## src/rtl/cache_arb_pkg.sv

```systemverilog
// Shared types and default widths for the I/D-cache to L2 arbiter.
package cache_arb_pkg;

    localparam int ADDR_W_DEF = 28;
    localparam int DATA_W_DEF = 128;

    typedef enum logic [1:0] {
        IDLE    = 2'd0,
        GRANT_I = 2'd1,
        GRANT_D = 2'd2
    } arb_state_e;

    typedef enum logic {
        LAST_I = 1'b0,
        LAST_D = 1'b1
    } last_grant_e;

endpackage

```

## src/rtl/cache_arbiter.sv

```systemverilog
// Two-master Wishbone arbiter: I-cache and D-cache share one L2 port.
// Round-robin on contention, one idle cycle between grants.
module cache_arbiter
    import cache_arb_pkg::*;
#(
    parameter int ADDR_W = ADDR_W_DEF,
    parameter int DATA_W = DATA_W_DEF,
    parameter int SEL_W  = DATA_W / 8
) (
    input  logic              clk,
    input  logic              rst_n,

    input  logic              icache_arbiter_cyc,
    input  logic              icache_arbiter_stb,
    input  logic              icache_arbiter_we,
    input  logic [SEL_W-1:0]  icache_arbiter_sel,
    input  logic [ADDR_W-1:0] icache_arbiter_adr,
    input  logic [DATA_W-1:0] icache_arbiter_dat_m,
    output logic [DATA_W-1:0] icache_arbiter_dat_s,
    output logic              icache_arbiter_ack,
    output logic              icache_arbiter_rty,

    input  logic              dcache_arbiter_cyc,
    input  logic              dcache_arbiter_stb,
    input  logic              dcache_arbiter_we,
    input  logic [SEL_W-1:0]  dcache_arbiter_sel,
    input  logic [ADDR_W-1:0] dcache_arbiter_adr,
    input  logic [DATA_W-1:0] dcache_arbiter_dat_m,
    output logic [DATA_W-1:0] dcache_arbiter_dat_s,
    output logic              dcache_arbiter_ack,
    output logic              dcache_arbiter_rty,

    output logic              arbiter_l2cache_cyc,
    output logic              arbiter_l2cache_stb,
    output logic              arbiter_l2cache_we,
    output logic [SEL_W-1:0]  arbiter_l2cache_sel,
    output logic [ADDR_W-1:0] arbiter_l2cache_adr,
    output logic [DATA_W-1:0] arbiter_l2cache_dat_m,
    input  logic [DATA_W-1:0] arbiter_l2cache_dat_s,
    input  logic              arbiter_l2cache_ack,
    input  logic              arbiter_l2cache_rty
);

    arb_state_e  state;
    last_grant_e last;
    logic        req_i;
    logic        req_d;
    logic        done;

    assign req_i = icache_arbiter_cyc & icache_arbiter_stb;
    assign req_d = dcache_arbiter_cyc & dcache_arbiter_stb;
    assign done  = arbiter_l2cache_ack | arbiter_l2cache_rty;

    always_ff @(posedge clk or negedge rst_n) begin
        if (!rst_n) begin
            state <= IDLE;
            last  <= LAST_I;
        end else begin
            unique case (state)
                IDLE: begin
                    // D wins a tie unless it was the last one served
                    if (req_d && (!req_i || last == LAST_I))
                        state <= GRANT_D;
                    else if (req_i)
                        state <= GRANT_I;
                end
                GRANT_I: begin
                    if (done) begin
                        state <= IDLE;
                        last  <= LAST_I;
                    end else if (!icache_arbiter_cyc) begin
                        state <= IDLE;
                    end
                end
                GRANT_D: begin
                    if (done) begin
                        state <= IDLE;
                        last  <= LAST_D;
                    end else if (!dcache_arbiter_cyc) begin
                        state <= IDLE;
                    end
                end
                default: state <= IDLE;
            endcase
        end
    end

    assign icache_arbiter_dat_s = arbiter_l2cache_dat_s;
    assign dcache_arbiter_dat_s = arbiter_l2cache_dat_s;

    always_comb begin
        arbiter_l2cache_cyc   = 1'b0;
        arbiter_l2cache_stb   = 1'b0;
        arbiter_l2cache_we    = 1'b0;
        arbiter_l2cache_sel   = '0;
        arbiter_l2cache_adr   = '0;
        arbiter_l2cache_dat_m = '0;
        icache_arbiter_ack    = 1'b0;
        icache_arbiter_rty    = 1'b0;
        dcache_arbiter_ack    = 1'b0;
        dcache_arbiter_rty    = 1'b0;
        unique case (state)
            GRANT_I: begin
                arbiter_l2cache_cyc   = icache_arbiter_cyc;
                arbiter_l2cache_stb   = icache_arbiter_stb;
                arbiter_l2cache_we    = icache_arbiter_we;
                arbiter_l2cache_sel   = icache_arbiter_sel;
                arbiter_l2cache_adr   = icache_arbiter_adr;
                arbiter_l2cache_dat_m = icache_arbiter_dat_m;
                icache_arbiter_ack    = arbiter_l2cache_ack;
                icache_arbiter_rty    = arbiter_l2cache_rty;
            end
            GRANT_D: begin
                arbiter_l2cache_cyc   = dcache_arbiter_cyc;
                arbiter_l2cache_stb   = dcache_arbiter_stb;
                arbiter_l2cache_we    = dcache_arbiter_we;
                arbiter_l2cache_sel   = dcache_arbiter_sel;
                arbiter_l2cache_adr   = dcache_arbiter_adr;
                arbiter_l2cache_dat_m = dcache_arbiter_dat_m;
                dcache_arbiter_ack    = arbiter_l2cache_ack;
                dcache_arbiter_rty    = arbiter_l2cache_rty;
            end
            default: ;
        endcase
    end

endmodule

```

## config.mk

```make
export PLATFORM = sky130hd
export DESIGN_NAME = cache_arbiter
export DESIGN_NICKNAME = d
export VERILOG_FILES = /design/src/rtl/cache_arb_pkg.sv /design/src/rtl/cache_arbiter.sv
export SDC_FILE = /design/constraint.sdc
export NUM_CORES = 1
export LEC_CHECK = 0
export CAP_MARGIN = 0
export CORE_AREA = 3 3 355 357
export DETAILED_ROUTE_END_ITERATION = 8
export DIE_AREA = 0 0 358 360
export SKIP_CTS_REPAIR_TIMING = 1
export SYNTH_ARGS = -nofsm -noshare
export SYNTH_HDL_FRONTEND = slang
export SYNTH_SLANG_ARGS = --single-unit
```

## constraint.sdc

```tcl
create_clock -name clk -period 2.7 [get_ports clk]
set_input_delay 0.54 -clock clk [delete_from_list [all_inputs] [get_ports clk]]
set_output_delay 0.54 -clock clk [all_outputs]
set_load 0.02 [all_outputs]
```

==> flow_summary.ini, run 1 <==
[cts]
clkLatencyLatePin_ns = 0.23
numCtsBuffers = 3
clock-root-buffer = clkbuf_16
cts_tree = done
cts_max_level = 1
cts.clk_slew.worst_paths_ns = 0.03
clock-sinks = 3
clockBufferDepth = 2

[power_and_ir_drop]
power_mw = 7.19
ir_drop_uv = 530
pwr-share-comb_pct = 95.6
p_switching_mw = 3.49
power_frac_clock_pct = 3.3
power.internal_mw = 3.70
seqPwrFrac_pct = 1.1
leakagePower_nw = 4.46
power_density_mw_per_mm2 = 636
switching_share_pct = 48.5

[grt]
grt-ovfl-total = 0
grt_first_pass_wirelength_um = 88800
grt_usage_pct = 11.2
antenna_found_initial = 77
grt_max_degree = 60
grt_pass1_vias = 6263

[timing]
finalCriticalPeriod_ns = 2.66
whs_ns = 0.503
maxSlewHeadroom_pct = 65.2
tightestPinTransition_ns = 0.523
setup_ws_ns = 0.0396
finalCritPeriodShare_pct = 98.5
rsz0062_at_grt = yes
slew_viol_final = 0
fmax_ghz = 0.376
setup_viol = 0
skew_ns = 0.00206
finalHoldViolations = 0

[logic_synthesis]
synth_seq_cells = 3
synth_cells = 692
yosys.area.top_type = buf_4
synth.top_cell.area_share_pct = 40.2
synth_area_leaders = buf_4 (40%), a22oi_1 (27%), nor2b_1 (22%)
yosysWarningCount = 0
ys_seq_area_share_pct = 1.54
synth.avg_cell_area_um2 = 7.05
syn_area_mm2 = 0.00488
synth_nets = 1177
ys_types = 20

[drt]
wl_met1_um = 28200
wl_um = 76500
route.detailed.drc = 0
top_layer_used = met5
drtIter0Drc = 267
routedWlPerCell_um = 29.4
met2_length_um = 34600
wl_met3_um = 12200
num_vias = 6376
drt-vias-per-instance = 2.45
dr.pass1.iters = 5
ant_nets = 0

[placed_design]
port_buffers = 532
gp_congestion = 0.766
dp_hpwl_um = 72000
place_ws_ns = -0.109
placed_cell_area_mm2 = 0.0110

[critical_path]
crit_fanout = 41
critPathLaunchType = flop
worstSetupEndpointType = primary output
crit_path_end = arbiter_l2cache_sel[0]
crit_arrival_ns = 2.12
reg2reg_depth = 6
reg2reg_to = state[1]
required_ns = 2.16
crit_top_cell = buf_12
crit_chain = buf_4 > ha_4 > buf_12 > buf_6 > a22oi_2 > nor2b_2 > buf_12
slowest_stage = a22oi_2
cpLargestDelayFamily = buffers and inverters
reg2reg_from = state[0]
path_depth = 7
cp_slowest_stage_delay_ns = 0.45
crit_type = reg2out
crit_path_start = state[0]
regToRegSetupSlack_ns = 1.18
critPathBufInv = 4

[floorplan]
fp.dieW_um = 358
placementRows = 129
ios = 917
start_util_pct = 3.96
dieArea_mm2 = 0.129
core_area_mm2 = 0.123
die_y_um = 360

[final_layout]
final_cell_mix = clkdlybuf4s50_1 (357), nor2b_1 (171), a22oi_1 (166), buf_4 (90), buf_12 (66)
syn_to_final_growth_pct = 132
design_area_mm2 = 0.0113
drive_gt1_share_pct = 19.0
layout_commonest_cell = clkdlybuf4s50_1
layout.nets = 1449

[worst_hold_path]
min_path_type = reg2reg
min_from = last

[status]
status = complete, no violations

[flow_run]
maxCapViolCount = 0
-- worst min-delay path by stage --
stage | depth (start not counted) | slack [ns] | to
floorplan | 0 | 0.24 | last
global placement | 2 | 0.49 | last
detailed placement | 2 | 0.50 | last
CTS | 1 | 0.51 | last
global route | 1 | 0.52 | last
finish | 2 | 0.50 | last
-- cells by family after synthesis --
group / Yosys count / synth area share, %
compound gates: 182 / 27.9
flops: 3 / 1.54
simple gates: 187 / 23.7
fa+ha+maj: 3 / 0.769
buf+inv: 317 / 46.1
-- synthesized netlist by cell type --
cell type and number:
a22o_1 1, a22oi_1 176, and2_1 5, and2_4 1
buf_2 29, buf_4 261, buf_6 5, clkbuf_1 19
clkbuf_4 1, dfrtp_1 3, ha_1 3, inv_1 2
nand2_1 4, nand3_1 1, nand4_1 1, nor2_1 1
nor2b_1 174, o2111ai_1 1, o21ai_0 2, o22ai_1 2
-- cell type report --
class                      instances  area [um2]
antenna                            2        5.00
inverter                           2        7.51
sequential                         3        75.1
fill                           14400      112000
tap                             1637        2050
multi-input combinational        372        2650
clock buffer                       4        78.8
timing repair buffer             582        6440
-- power groups by stage --
stage / logic [mW] / registers [mW] / clock network (mW)
floorplan: 3.69 / 0.0732 / 0
finish: 6.87 / 0.0806 / 0.238
global placement: 6.83 / 0.0780 / 0
global route: 7.32 / 0.0843 / 0.248
detailed placement: 6.87 / 0.0785 / 0
CTS: 6.89 / 0.0782 / 0.243
-- sequential cells by signal, indices dropped and copies added (netlist names) --
signal and flops:
state 2, last 1
-- worst register-to-register path, stage by stage (launching register included) --
cell and delay (ns):
dfrtp_1 0.38, buf_4 0.14, ha_4 0.17, buf_12 0.16, a22o_1 0.26, a22oi_1 0.18, o22ai_1 0.10
-- metal layers --
metal,up-vias,track usage (%)
li1,2675,-
met1,2807,12.3
met2,758,18.5
met3,132,7.52
met4,4,1.28
met5,-,0.259
-- stage by stage --
stage	TNS, ns	util, %	std cells
6_report	0	9.17	2602
5_1_grt	-0.00286	9.17	2601
4_1_cts	-4.37	8.95	2598
3_5_place_dp	-0.212	8.89	2594
3_3_place_gp	-0.181	8.89	2594
2_1_floorplan	0	-	692
Note: power is estimated with default switching activity, not from simulation.
==> run 2, diff against run 1 <==
- CORE_AREA: 3 3 355 357 -> 10 10 352 354
- DIE_AREA: 0 0 358 360 -> 0 0 362 364
==> flow_summary.ini, run 2 (synthesis results as in run 1) <==
[status]
status = complete, no violations

[timing]
skew_ns = 0.00386
rsz0062_at_grt = no
fmax_ghz = 0.386
finalHoldViolations = 0
tns_ns = 0
tightestPinTransition_ns = 0.416
setup_viol = 0
slew_viol_final = 0
finalCriticalPeriod_ns = 2.59
finalCritPeriodShare_pct = 95.8
maxSlewHeadroom_pct = 72.2

[drt]
wl_met3_um = 15300
wl_met1_um = 29900
num_vias = 6335
dr.pass1.iters = 4
drt-vias-per-instance = 2.54
route.detailed.drc = 0
ant_nets = 0
drtIter0Drc = 426
met2_length_um = 35200
wl_um = 81400
routedWlPerCell_um = 32.7
top_layer_used = met5

[cts]
cts_max_level = 1
clockBufferDepth = 2
numCtsBuffers = 3
clkLatencyLatePin_ns = 0.22
cts_tree = done
cts.clk_slew.worst_paths_ns = 0.03
clock-sinks = 3
clock-root-buffer = clkbuf_16

[critical_path]
reg2reg_depth = 7
crit_arrival_ns = 2.05
slowest_stage = dfrtp_1
crit_type = reg2out
regToRegSetupSlack_ns = 0.86
crit_chain = inv_1 > ha_4 > buf_12 > buf_4 > a22o_2 > and2_1 > buf_12
critPathLaunchType = flop
cp_slowest_stage_delay_ns = 0.37
required_ns = 2.16
worstSetupEndpointType = primary output
crit_fanout = 25
crit_top_cell = buf_12

[floorplan]
die_y_um = 364
dieArea_mm2 = 0.132
ios = 917
start_util_pct = 4.17
core_area_mm2 = 0.117
placementRows = 126
fp.dieW_um = 362

[power_and_ir_drop]
leakagePower_nw = 4.24
power_mw = 6.98
power_density_mw_per_mm2 = 638
ir_drop_uv = 370

[final_layout]
syn_to_final_growth_pct = 124
largest_reg_flops = 2
max_flop_register = state
final_cell_mix = clkdlybuf4s50_1 (356), a22oi_1 (176), nor2b_1 (171), buf_4 (90), buf_12 (61)
layout.nets = 1436
drive_gt1_share_pct = 17.9
layout_commonest_cell = clkdlybuf4s50_1
fin_util_pct = 9.34
reg_top3 = state: 2 flops, last: 1 flops

[grt]
grt_first_pass_wirelength_um = 95000
grt_usage_pct = 11.6
grt-ovfl-total = 0
grt_pass1_vias = 6467
antenna_found_initial = 71
grt_max_degree = 51

[worst_hold_path]
min_path_type = reg2reg
min_path_cells = 2

[placed_design]
dp_hpwl_um = 77200
port_buffers = 532
gp_congestion = 0.807

[flow_run]
maxCapViolCount = 0
==> run 2: cell count changes in the layout (fill, tap and decap cells not counted), sizes merged <==
cell,delta
dlymetal6s2s,-9
buf,-2
diode,+2
clkbuf,-1
clkdlybuf4s50,-1
==> run 2: worst paths after layout <==
check	start	end
setup / recovery	state[0]	arbiter_l2cache_cyc
hold / removal	last	last
setup reg to reg	state[0]	state[0]
hold reg to reg	last	last
max in group asynchronous	rst_n	state[0]
min in group asynchronous	rst_n	last
==> run 2: power breakdown <==
group,internal (mW),total [mW],switching (mW)
clock,0.195,0.233,0.0385
combinational,3.28,6.67,3.39
sequential,0.0640,0.0792,0.0152
total,3.54,6.98,3.44
==> run 2: through the flow <==
step	instance area (um2)	hold slack [ns]	setup slack [ns]	cells
global placement	10700	0.495	0.0330	2481
detailed placement	10700	0.493	0.0329	2481
global route	10900	0.520	0.00569	2486
CTS	10700	0.500	-0.215	2485
finish	10900	0.508	0.112	2490
floorplan	4880	0.244	0.727	692
==> run 2: final cells by class <==
cell class	count	area, um2
clock buffers	4	78.8
multi-input cells	372	2610
well taps	1536	1920
flip-flops and latches	3	75.1
diodes	4	10.0
repair buffers	569	6240
inverters	2	7.51
fillers	13700	106000
==> run 2: routing by layer <==
| metal | track usage, % | up-vias |
|---|---|---|
| met5 | 0 | - |
| met4 | 0.643 | 8 |
| met3 | 9.66 | 124 |
| met2 | 18.2 | 802 |
| met1 | 12.5 | 2751 |
| li1 | - | 2650 |
==> run 2: critical path: cells and delay by family, from the launching register on <==
family	cells	cell delay (ns)
AOI/OAI and AO/OA	1	0.23
adders and majority gates	1	0.25
buffers and inverters	4	0.74
DFF	1	0.37
and+or+nand+nor	1	0.21
==> run 3, diff against run 2 <==
- PLACE_DENSITY: default -> 0.33
==> flow_summary.ini, run 3 (synthesis results as in run 1) <==
[drt]
num_vias = 6395
dr.pass1.iters = 5
ant_nets = 0
route.detailed.drc = 0
drt-vias-per-instance = 2.55
drtIter0Drc = 337
wl_um = 72300
routedWlPerCell_um = 28.9

[critical_path]
crit_path_start = state[1]
cp_slowest_stage_delay_ns = 0.40
crit_fanout = 10
crit_path_end = arbiter_l2cache_dat_m[6]
crit_type = reg2out
crit_arrival_ns = 2.06
reg2reg_depth = 7
reg2reg_from = state[1]
critPathLaunchType = flop
regToRegSetupSlack_ns = 0.86
reg2reg_to = state[1]
crit_chain = inv_1 > ha_4 > buf_12 > buf_4 > a22oi_1 > nor2b_1 > buf_12
worstSetupEndpointType = primary output
crit_top_cell = buf_12
slowest_stage = dfrtp_1
required_ns = 2.16

[placed_design]
port_buffers = 532
place_ws_ns = 0.0801
dp_hpwl_um = 67700
dpl.cell_count = 2496
gp_congestion = 0.800

[final_layout]
max_flop_register = state
multi_input_area_mm2 = 0.00260
n_fill_cell = 13600
fin_util_pct = 9.40
layout_commonest_cell = clkdlybuf4s50_1
layout.cells.non_filler = 2504
drive_gt1_share_pct = 17.3
final_cell_mix = clkdlybuf4s50_1 (354), a22oi_1 (176), nor2b_1 (171), buf_4 (99), dlymetal6s2s_1 (73)
seqCellArea_um2 = 75.1
layout.nets = 1450
largest_reg_flops = 2
reg_top3 = state: 2 flops, last: 1 flops
syn_to_final_growth_pct = 126

[flow_run]
maxCapViolCount = 0

[timing]
slew_viol_final = 0
maxSlewHeadroom_pct = 71.5
tightestPinTransition_ns = 0.427
finalCritPeriodShare_pct = 96.4
skew_ns = 0.00182
fmax_ghz = 0.384
setup_ws_ns = 0.0979
setup_viol = 0
finalHoldViolations = 0
finalCriticalPeriod_ns = 2.60

[grt]
grt_pass1_vias = 6866
grt-ovfl-total = 0
antenna_found_initial = 58
grt_usage_pct = 10.2
grt_first_pass_wirelength_um = 87000
grt_max_degree = 55

[cts]
clockBufferDepth = 2
numCtsBuffers = 3
clkLatencyLatePin_ns = 0.23
cts_max_level = 1
cts_tree = done
cts.clk_slew.worst_paths_ns = 0.03
clock-sinks = 3
clock-root-buffer = clkbuf_16

[worst_hold_path]
min_path_type = reg2reg
min_path_cells = 2
min_from = last

[power_and_ir_drop]
leakagePower_nw = 4.57
power_frac_clock_pct = 3.4
power.internal_mw = 3.60
seqPwrFrac_pct = 1.1
switching_share_pct = 48.4
power_density_mw_per_mm2 = 635
pwr-share-comb_pct = 95.4
ir_drop_uv = 301
p_switching_mw = 3.38

[floorplan]
die_y_um = 364
dieArea_mm2 = 0.132
ios = 917
placementRows = 126
core_area_mm2 = 0.117
fp.dieW_um = 362
start_util_pct = 4.17

[status]
status = complete, no violations
[run 3: per-layer routing]
metal	GRT usage (%)	part of all wire, %	wire (um)
met1	11.2	38	27200
met2	16.4	44	31900
met3	7.51	17	12100
met5	1.67	0.48	344
met4	0.466	1.1	768
[run 3: worst min path at each step]
stage,to,slack (ns)
6_report,last,0.50
3_5_place_dp,last,0.49
4_1_cts,last,0.50
5_1_grt,last,0.51
2_1_floorplan,last,0.24
3_3_place_gp,last,0.48
[run 3: power by group through the flow]
| stage | sequential [mW] | clock [mW] | combinational, mW |
|---|---|---|---|
| floorplan | 0.0732 | 0 | 3.69 |
| global placement | 0.0779 | 0 | 6.79 |
| detailed placement | 0.0785 | 0 | 6.81 |
| CTS | 0.0780 | 0.244 | 6.83 |
| global route | 0.0811 | 0.251 | 7.16 |
| finish | 0.0790 | 0.241 | 6.67 |
[run 3: cell type report]
type                            instances  area share, %
Antenna cell                            4         0.0909
Clock buffer                            4          0.716
Inverter                                2         0.0682
Multi-Input combinational cell        372           23.6
Sequential cell                         3          0.682
Tap cell                             1536           17.5
Timing Repair Buffer                  583           57.3
[run 3: metrics by stage]
stage | power, mW | instance area, um2 | hold slack [ns] | setup TNS (ns)
floorplan | 3.77 | 4880 | 0.244 | 0
CTS | 7.16 | 10800 | 0.500 | -6.29
global route | 7.50 | 11000 | 0.513 | -0.00574
global placement | 6.87 | 10700 | 0.480 | 0
detailed placement | 6.88 | 10700 | 0.492 | 0
finish | 6.99 | 11000 | 0.503 | 0
[run 3: critical path: cells and delay by family, from the launching register on]
kind	cells	cell delay, ns
compound gates	1	0.10
fa+ha+maj	1	0.20
buf+inv	4	0.75
flops	1	0.40
simple gates	1	0.37
